[src/rtl/pipe_pkg.sv]
// -----------------------------------------------------------------------------
// pipe_pkg
// Shared definitions for the elastic pipeline stage register.
//   state_e     : occupancy state of a stage (EMPTY / ONE / TWO entries held)
//   BUBBLE_CTRL : control bit value of a bubble (replicated to CTRL_W)
//   OCC_W       : width of the occupancy count output
//   occ_of()    : maps a state to its entry count
// -----------------------------------------------------------------------------
package pipe_pkg;

  typedef enum logic [1:0] {
    EMPTY = 2'd0,
    ONE   = 2'd1,
    TWO   = 2'd2
  } state_e;

  // A bubble carries all-zero control bits, which decode as a NOP downstream.
  localparam logic BUBBLE_CTRL = 1'b0;

  localparam int OCC_W = 2;

  // Number of entries held in a given state.
  function automatic logic [OCC_W-1:0] occ_of(input state_e s);
    case (s)
      EMPTY:   occ_of = 2'd0;
      ONE:     occ_of = 2'd1;
      TWO:     occ_of = 2'd2;
      default: occ_of = 2'd0;
    endcase
  endfunction

endpackage

[src/rtl/pipe_entry.sv]
// -----------------------------------------------------------------------------
// pipe_entry
// One storage slot of a pipeline stage: control + payload register with a
// load enable and a synchronous reset that clears both fields.
// Ports:
//   i_clk   : clock
//   i_reset : synchronous active-high reset, clears the slot
//   i_load  : capture i_ctrl/i_data on the rising edge
//   i_ctrl  : control bits to store
//   i_data  : payload to store
//   o_ctrl  : stored control bits
//   o_data  : stored payload
// -----------------------------------------------------------------------------
module pipe_entry #(
  parameter int CTRL_W = 16,
  parameter int DATA_W = 64
) (
  input  logic              i_clk,
  input  logic              i_reset,
  input  logic              i_load,
  input  logic [CTRL_W-1:0] i_ctrl,
  input  logic [DATA_W-1:0] i_data,
  output logic [CTRL_W-1:0] o_ctrl,
  output logic [DATA_W-1:0] o_data
);

  logic [CTRL_W-1:0] r_ctrl;
  logic [DATA_W-1:0] r_data;

  // Slot storage: reset clears, load captures, otherwise hold.
  always_ff @(posedge i_clk) begin
    if (i_reset) begin
      r_ctrl <= {CTRL_W{1'b0}};
      r_data <= {DATA_W{1'b0}};
    end else if (i_load) begin
      r_ctrl <= i_ctrl;
      r_data <= i_data;
    end
  end

  assign o_ctrl = r_ctrl;
  assign o_data = r_data;

endmodule

[src/rtl/pipe_stage_reg.sv]
// -----------------------------------------------------------------------------
// pipe_stage_reg
// Elastic pipeline stage register with valid/ready handshake, optional
// two-entry skid buffer and a flush that turns the stage into a bubble.
// Ports:
//   clk, reset           : clock, synchronous active-high reset
//   in_valid / in_ready  : upstream handshake
//   in_ctrl / in_data    : upstream control bits and payload
//   flush                : drop every held and incoming entry
//   out_valid / out_ready: downstream handshake
//   out_ctrl / out_data  : head entry (out_ctrl forced to 0 while invalid)
//   occ                  : number of entries held (0..2)
// With SKID=1 in_ready is a pure register decode, so there is no
// combinational path from out_ready to in_ready. With SKID=0 the stage holds
// a single entry and in_ready looks through to out_ready.
// -----------------------------------------------------------------------------
module pipe_stage_reg
  import pipe_pkg::*;
#(
  parameter int DATA_W = 64,
  parameter int CTRL_W = 16,
  parameter int SKID   = 1
) (
  input  logic              clk,
  input  logic              reset,
  input  logic              in_valid,
  output logic              in_ready,
  input  logic [CTRL_W-1:0] in_ctrl,
  input  logic [DATA_W-1:0] in_data,
  input  logic              flush,
  output logic              out_valid,
  input  logic              out_ready,
  output logic [CTRL_W-1:0] out_ctrl,
  output logic [DATA_W-1:0] out_data,
  output logic [OCC_W-1:0]  occ
);

  state_e            r_state;
  logic              r_valid;
  logic              r_full;
  logic [OCC_W-1:0]  r_occ;

  state_e            w_state_nxt;
  logic              w_in_fire;
  logic              w_out_fire;
  logic              w_main_ld;
  logic [CTRL_W-1:0] w_main_ctrl_d;
  logic [DATA_W-1:0] w_main_data_d;
  logic [CTRL_W-1:0] w_main_ctrl_q;
  logic [DATA_W-1:0] w_main_data_q;

  assign w_in_fire  = in_valid & in_ready;
  assign w_out_fire = r_valid & out_ready;

  // Next state and main-slot load enable. Flush wins over every transfer;
  // a same-cycle out_fire has already been taken by downstream.
  always_comb begin
    w_state_nxt = r_state;
    w_main_ld   = 1'b0;
    if (flush) begin
      w_state_nxt = EMPTY;
    end else begin
      case (r_state)
        EMPTY: begin
          if (w_in_fire) begin
            w_state_nxt = ONE;
            w_main_ld   = 1'b1;
          end else begin
            w_state_nxt = EMPTY;
          end
        end
        ONE: begin
          if (w_in_fire && w_out_fire) begin
            w_state_nxt = ONE;
            w_main_ld   = 1'b1;
          end else if (w_in_fire) begin
            // Only reachable with a skid slot: new entry parks behind main.
            w_state_nxt = (SKID != 0) ? TWO : ONE;
          end else if (w_out_fire) begin
            w_state_nxt = EMPTY;
          end else begin
            w_state_nxt = ONE;
          end
        end
        TWO: begin
          if (w_out_fire) begin
            w_state_nxt = ONE;
            w_main_ld   = 1'b1;
          end else begin
            w_state_nxt = TWO;
          end
        end
        default: begin
          w_state_nxt = EMPTY;
        end
      endcase
    end
  end

  // State register plus registered decodes used directly as outputs.
  always_ff @(posedge clk) begin
    if (reset) begin
      r_state <= EMPTY;
      r_valid <= 1'b0;
      r_full  <= 1'b0;
      r_occ   <= {OCC_W{1'b0}};
    end else begin
      r_state <= w_state_nxt;
      r_valid <= (w_state_nxt != EMPTY);
      r_full  <= (w_state_nxt == TWO);
      r_occ   <= occ_of(w_state_nxt);
    end
  end

  generate
    if (SKID != 0) begin : g_skid
      logic              w_skid_ld;
      logic [CTRL_W-1:0] w_skid_ctrl_q;
      logic [DATA_W-1:0] w_skid_data_q;

      assign w_skid_ld = ~flush & (r_state == ONE) & w_in_fire & ~w_out_fire;

      pipe_entry #(
        .CTRL_W (CTRL_W),
        .DATA_W (DATA_W)
      ) u_skid (
        .i_clk   (clk),
        .i_reset (reset),
        .i_load  (w_skid_ld),
        .i_ctrl  (in_ctrl),
        .i_data  (in_data),
        .o_ctrl  (w_skid_ctrl_q),
        .o_data  (w_skid_data_q)
      );

      // In TWO the only way main reloads is by promoting the skid entry,
      // which keeps strict FIFO order.
      assign w_main_ctrl_d = (r_state == TWO) ? w_skid_ctrl_q : in_ctrl;
      assign w_main_data_d = (r_state == TWO) ? w_skid_data_q : in_data;

      // Registered decode only; out_ready does not reach in_ready.
      assign in_ready = ~reset & ~r_full;
    end else begin : g_noskid
      assign w_main_ctrl_d = in_ctrl;
      assign w_main_data_d = in_data;

      // Single slot: accept when empty or when the held entry leaves now.
      assign in_ready = ~reset & (~r_valid | out_ready);
    end
  endgenerate

  pipe_entry #(
    .CTRL_W (CTRL_W),
    .DATA_W (DATA_W)
  ) u_main (
    .i_clk   (clk),
    .i_reset (reset),
    .i_load  (w_main_ld),
    .i_ctrl  (w_main_ctrl_d),
    .i_data  (w_main_data_d),
    .o_ctrl  (w_main_ctrl_q),
    .o_data  (w_main_data_q)
  );

  assign out_valid = r_valid;
  // Stale control bits are never exposed: an invalid stage shows a bubble.
  assign out_ctrl  = r_valid ? w_main_ctrl_q : {CTRL_W{BUBBLE_CTRL}};
  assign out_data  = w_main_data_q;
  assign occ       = r_occ;

endmodule

[config.mk]
export PLATFORM = sky130hd
export DESIGN_NAME = pipe_stage_reg
export DESIGN_NICKNAME = d
export VERILOG_FILES = /design/src/rtl/pipe_pkg.sv /design/src/rtl/pipe_entry.sv /design/src/rtl/pipe_stage_reg.sv
export SDC_FILE = /design/constraint.sdc
export NUM_CORES = 1
export LEC_CHECK = 0
export BUFFER_PORTS_ARGS = -buffer_cell sky130_fd_sc_hd__buf_2
export CAP_MARGIN = 0
export CELL_PAD_IN_SITES_DETAIL_PLACEMENT = 0
export CELL_PAD_IN_SITES_GLOBAL_PLACEMENT = 1
export CORE_UTILIZATION = 44
export CTS_BUF_LIST = sky130_fd_sc_hd__clkbuf_8
export CTS_CLUSTER_DIAMETER = 30
export DETAILED_ROUTE_END_ITERATION = 8
export HOLD_SLACK_MARGIN = 0.03
export MAX_ROUTING_LAYER = met4
export PLACE_DENSITY_LB_ADDON = 0.3
export SYNTH_ARGS = -nofsm -noshare
export SYNTH_HDL_FRONTEND = slang
export SYNTH_SLANG_ARGS = --single-unit
[constraint.sdc]
create_clock -name clk -period 5.3 [get_ports clk]
set_clock_uncertainty 0.05 [all_clocks]
set_input_delay 0.265 -clock clk [delete_from_list [all_inputs] [get_ports clk]]
set_output_delay 0.265 -clock clk [all_outputs]
set_load 0.05 [all_outputs]
Yosys cells after proc, flatten, opt, wreduce, memory -nomap -nowiden. Cells that the tools add are included.

Register bits: 166. Input port bits: 85. Output and inout port bits: 84. Logic and storage cells: 41.

Equality and inequality tests: 4. Mux-type cells: 16. Bitwise gates (word level): 10. Reduce and logical (&&, ||, !) cells: 3.

Operator list (count): $mux W64 (1); $mux W16 (2); $mux W2 (4); $and A1 B1 Y1 (6); $mux W1 (6); $pmux W2 S3 (1); $eq A2 B1 Y1 const B (2); $eq A2 B2 Y1 const B (2); $not A1 Y1 (4); $pmux W2 S2 (1); $pmux W1 S3 (1); $logic_not A2 Y1 (1); $reduce_bool A2 Y1 (1); $logic_and A1 B1 Y1 (1).

Depth between registers and ports, before layout. Gate-level depths: netlist of the first run.

Depth in word-level cells: 9. Depth in mapped cells: 7. Gate-level depth less buffers: 6.

By module. Synthesis of the first run repeated with hierarchy kept, for this count alone.

Cells, all modules: 654. Area, all modules: 7078.0 µm².

By module, submodules not included: pipe_entry (instances 2, cells an instance 258, area each 2869.0 µm², seq. area each 1601.5 µm²); pipe_stage_reg (instances 1, cells an instance 138, area each 1340.0 µm², seq. area each 100.1 µm²).

Worst setup path after synthesis of the first run. OpenSTA, ideal clock, no wires.

Path kind: register -> register. Start point: register r_valid, in the netlist out_valid. End point: register u_main.r_data[27], in the netlist u_main.o_data[27]. Setup time: 0.121 ns. Arrival time: 2.261 ns. Data required time: 5.129 ns. Setup slack: 2.868 ns. Stages on the path, launching flop included: 8. Buffers on the path: 1. Period minus slack after synthesis: 2.432 ns. Cell sequence: dfxtp_1 -> nand2_1 -> inv_1 -> ha_1 -> nand2_1 -> a221oi_4 -> buf_4 -> mux2_2.

Longest elaborated chain between the ends: 5. Elaborated cells on any way between the ends: 6. Those cells by class: mux (4); bitwise (1); reduce/logical (1).

Ends and longest elaborated chain: start: declaration (line pipe_stage_reg.sv:39) `logic r_valid;`; start signal: assignment (line pipe_stage_reg.sv:109) `r_valid <= (w_state_nxt != EMPTY);`; $and A1 B1 Y1 * (line pipe_stage_reg.sv:53) `assign w_out_fire = r_valid & out_ready;`; $logic_and A1 B1 Y1 (line pipe_stage_reg.sv:73) `if (w_in_fire && w_out_fire) begin`; $mux W1 (line pipe_stage_reg.sv:73); $pmux W1 S3 * (line pipe_stage_reg.sv:63) `case (r_state)`; $mux W1 * (line pipe_stage_reg.sv:60) `if (flush) begin`; end signal: assignment (line pipe_entry.sv:34) `r_data <= {DATA_W{1'b0}};`; end signal: assignment (line pipe_entry.sv:37) `r_data <= i_data;`; end: declaration (line pipe_entry.sv:28) `logic [DATA_W-1:0] r_data;`.

Every way passes the cells marked *; elsewhere a longest branch is shown, timed or not. A chain may end at the register's enable or synchronous reset.

Worst setup path after layout of the first run.
Start point: register r_valid, in the netlist out_valid. End point: register u_main.r_data[48], in the netlist u_main.o_data[48].

The elaborated chain is that of the path after synthesis.

==> flow_summary.ini, run 1 <==
[clock_tree]
clock-sinks = 165
h-tree-depth = 4
cts_hold_buf = 80
cts_resized = 0
cts_buffers = 17
postCtsSetupBuffers = 0
root_buffer = clkbuf_8
cts_tree = yes
clk-insertion-delay-late_ns = 0.45
cts_buffer_depth = 2
clk_pin_slew_worst_paths_ns = 0.08

[synth]
synth_top_area_share_pct = 45.1
synth_ff_type = dfxtp_1
synth_fp_nets = 1004
yosys_register_bits = 165
synth_most_common_cell = nand2_1
yosys-top-cells-area = dfxtp_1 45%, nand2_1 17%, mux2_2 11%
synth.largest_area_cell = dfxtp_1
synth_area_mm2 = 0.00733
synthArstFlopShare_pct = 0
synth-edff-count = 0
seq_area_frac_synth_pct = 45.1
synth.distinct_cells = 25
synth_common_cells = 323 x nand2_1, 165 x dfxtp_1, 161 x a21oi_1
postSynthAreaPerCell_um2 = 7.99
ys_warn_count = 0
syn-instance-count = 917

[critical_path]
regToRegEndpoint = u_main.o_data[48]
worstRegToRegCells = 7
crit_type = flip-flop to flip-flop
cp_data_arrival_time_ns = 3.07
crit_end = u_main.o_data[48]
path_max_fanout = 47
endpoint_kind = flip-flop
required_ns = 5.59
reg2reg_from = out_valid
startpoint = out_valid
r2r_slack_ns = 2.53
crit_path_start_kind = flip-flop

[floorplan]
row_count = 46
coreArea_mm2 = 0.0161
die_width_um = 131
initial_core_util_pct = 45.6
dieArea_mm2 = 0.0172
ioPinCount = 169
die-height_um = 131

[outcome]
status = complete, no violations

[drt]
via_count = 6524
drtIter0Drc = 410
viasPerCell = 4.84
drt-total-wl_um = 18000
wl_per_cell_um = 13.3
dr.pass1.iters = 4
drc = 0
postRouteAntennaNets = 0

[timing]
min_period_over_period_pct = 52.4
rsz0062_at_grt = false
fin_tns_setup_ns = 0
worst_pin_slew_ns = 1.02
hold_ws_ns = 0.139
finalSetupViolations = 0
final-hold-violation-count = 0
max_freq_ghz = 0.360
slew_headroom_pct = 32.0
drv_slew = 0
min_period_ns = 2.77

[placed_design]
port-buffer-count = 168
hpwl_um = 9980
routabilityCongestion = 0.732

[power_and_ir_drop]
leakage_nw = 4.04
power_density_mw_per_mm2 = 264
irDropWorstVdd_uv = 141
finalPower_mw = 2.48

[global_routing]
grt_util_met1_pct = 28.2
grt_pass1_wl_um = 28500
busiest_layer = met2
use_met2_pct = 34.0
grt-ovfl-total = 0
grt_max_degree = 103
antenna_found_initial = 1
grt_pass1_vias = 5910
grt_usage_pct = 21.9
use_met3_pct = 4.44

[layout]
nets = 1206
drive_above_1_share_pct = 25.2
syn_to_final_growth_pct = 28.0

[min_path]
hp-class = input pin to flip-flop

[run]
maxCapViolations = 0
[cell usage in the layout (no fill, tap or decap), types with 2 or more instances in the layout]
master         instances
dlygate4sd3_1         80
ha_1                   2
inv_1                  3
mux2_1                 7
nor2b_1               81
buf_4                  7
buf_2                167
clkinv_2               5
a21oi_1              161
nor3b_1                2
nor2_1                 4
mux2_2                73
clkbuf_8              21
dfxtp_1              165
and2_1                16
bufinv_16              2
nand2_1              323
clkinvlp_4             2
[flip-flops by register name, indices dropped and copies added (netlist names)]
register and count:
g_skid.u_skid.o_ctrl 16, r_full 1, occ 1, u_main.o_data 64
r_state 2, g_skid.u_skid.o_data 64, u_main.o_ctrl 16, out_valid 1
[critical path: stages, from the launching register on]
cell and delay [ns]:
dfxtp_1 0.71, nand2_1 0.24, inv_1 0.15, ha_1 0.16, nand2_1 0.08, a221oi_4 0.24, buf_4 0.61, mux2_2 0.40
[stage by stage]
step                      cells  instance area (µm²)  utilization [%]  setup slack (ns)
final                      1349                 9380             58.4              2.53
after CTS                  1348                 9370             58.4              2.51
after global placement     1236                 8180             50.9              2.52
after global routing       1349                 9380             58.4              2.31
after floorplan             917                 7330                -              2.87
after detailed placement   1236                 8180             50.9              2.51
[worst min-delay path by stage]
stage	from	depth (start not counted)	slack [ns]	end
final	flush	3	0.14	r_state[1]
after global routing	flush	3	0.14	r_state[1]
after detailed placement	g_skid.u_skid.o_ctrl[2]	2	0.40	g_skid.u_skid.o_ctrl[2]
after global placement	g_skid.u_skid.o_data[31]	2	0.39	g_skid.u_skid.o_data[31]
after CTS	flush	3	0.11	r_state[1]
after floorplan	in_ctrl[0]	2	0.35	g_skid.u_skid.o_ctrl[0]
[power breakdown]
part	switching (mW)	internal (mW)	total, mW
Sequential	0.0124	1.26	1.28
Combinational	0.169	0.125	0.293
Clock	0.445	0.461	0.906
Total	0.626	1.85	2.48
[logic make-up after synthesis]
group | after synthesis | share of synthesized area [%]
AND/OR/NAND/NOR | 432 | 25.9
AO/OA/AOI/OAI | 165 | 11.8
flip-flops | 165 | 45.1
multiplexers | 80 | 12.3
buffers and inverters | 73 | 4.56
adder cells (fa/ha/maj) | 2 | 0.342
[cell type report]
cell class,instances,area [µm²]
Clock buffer,21,289
Multi-Input combinational cell,679,3700
Tap cell,216,270
Sequential cell,165,3300
Inverter,1,3.75
Antenna cell,1,2.50
Clock inverter,11,108
Fill cell,1470,6680
Timing Repair Buffer,255,1700
[routing by layer]
metal,part of all wire [%],vias up
met5,0,-
met4,1.6,0
met3,4.5,20
met2,45,146
met1,49,2993
li1,-,3365
Power figures use the tool's default switching activity.
==> inputs of run 2 (changes only) <==
- CORE_UTILIZATION: 44 -> 37
- clock period: 5.3 -> 2.5 ns (I/O delays scaled with it)
==> flow_summary.ini, run 2 (synthesis gave the netlist of run 1 again) <==
[outcome]
status = complete, no violations

[run]
maxCapViolations = 0

[floorplan]
coreArea_mm2 = 0.0195
die_width_um = 143
row_count = 51
dieArea_mm2 = 0.0204
initial_core_util_pct = 37.6
ioPinCount = 169
die-height_um = 143

[drt]
wl_per_cell_um = 13.3
drt-total-wl_um = 18700
viasPerCell = 4.64
via_count = 6507
dr.pass1.iters = 4
drtIter0Drc = 332
drc = 0
postRouteAntennaNets = 0

[timing]
rsz0062_at_grt = false
worst_pin_slew_ns = 1.05
final-hold-violation-count = 0
max_freq_ghz = 0.466
finalSetupViolations = 0
hold_ws_ns = 0.239
drv_slew = 0
fin_ws_ns = 0.352
min_period_over_period_pct = 85.9
fin_tns_setup_ns = 0
min_period_ns = 2.15
slew_headroom_pct = 30.0

[global_routing]
antenna_found_initial = 0
grt_max_degree = 247
grt_usage_pct = 18.8
grt-ovfl-total = 0
grt_pass1_vias = 5845
grt_pass1_wl_um = 29500

[placed_design]
port-buffer-count = 168
dp.cells = 1290
routabilityCongestion = 0.716
pre_cts_slack_ns = 0.355
hpwl_um = 10500
postPlaceCellArea_mm2 = 0.00834

[layout]
multi_input_area_mm2 = 0.00370
final_core_util_pct = 49.2
n_antenna_cell = 0
instances_no_fill = 1402
nets = 1212
ff_latch_area_mm2 = 0.00330
final_area_mm2 = 0.00957
syn_to_final_growth_pct = 30.6
final_common_cell = nand2_1
drive_above_1_share_pct = 25.4
final_cell_mix = 323 x nand2_1, 167 x buf_2, 165 x dfxtp_1, 161 x a21oi_1
fill_cells = 1944

[clock_tree]
clk_pin_slew_worst_paths_ns = 0.07
h-tree-depth = 4
clk-insertion-delay-late_ns = 0.45
cts_tree = yes
cts_buffer_depth = 2
clock-sinks = 165
root_buffer = clkbuf_8
cts_buffers = 17

[critical_path]
path_max_fanout = 45
r2r_slack_ns = 0.35
crit_type = flip-flop to flip-flop
cp_data_arrival_time_ns = 2.43
regToRegEndpoint = u_main.o_data[40]
worstRegToRegCells = 5
endpoint_kind = flip-flop
required_ns = 2.78
crit_path_start_kind = flip-flop
reg2reg_from = r_state[0]

[min_path]
hp-class = input pin to flip-flop
hp-start = out_ready
hold_end = r_state[1]
hold_depth = 5

[power_and_ir_drop]
irDropWorstVdd_uv = 284
finalPower_mw = 5.38
power_density_mw_per_mm2 = 562
leakage_nw = 4.09
-- run 2: per-layer routing --
layer / share of wire [%] / vias up / track usage, %
met4: 1.0 / 0 / 4.87
met1: 49 / 2955 / 24.8
met2: 45 / 156 / 29.2
met5: 0 / - / -
li1: - / 3379 / -
met3: 4.5 / 17 / 3.92
-- run 2: final cells by class --
class	instances	share of cell area, %
Multi-Input combinational cell	679	38.7
Sequential cell	165	34.5
Timing Repair Buffer	261	18.9
Tap cell	265	3.46
Clock buffer	21	3.02
Clock inverter	10	1.35
Inverter	1	0.0392
-- run 2: repair_timing --
item | in CTS | in global routing
hold buffers | 81 | 0
resized for setup | 0 | 0
hold endpoints to repair | 122 | 0
buffers inserted | 0 | 0
-- run 2: how the worst max path moves through the flow --
stage          startpoint           endpoint  slack (ns)  depth (start not counted)
3_5_place_dp   r_state[0]  u_main.o_data[48]        0.36                          5
3_3_place_gp   r_state[0]  u_main.o_data[48]        0.39                          5
5_1_grt        r_state[0]  u_main.o_data[40]        0.22                          5
4_1_cts        r_state[0]  u_main.o_data[40]        0.35                          5
6_report       r_state[0]  u_main.o_data[40]        0.35                          5
2_1_floorplan   out_valid  u_main.o_data[27]        0.07                          7
-- run 2: power by group --
group          internal, mW  total, mW  switching, mW
combinational         0.273      0.637          0.364
sequential             2.68       2.70         0.0238
clock                  1.08       2.04          0.957
-- run 2: critical path: stages, from the launching register on --
cell      delay, ns
dfxtp_1        0.45
nor2b_1        0.34
nand2_1        0.14
a221oi_4       0.35
buf_12         0.31
mux2_2         0.37
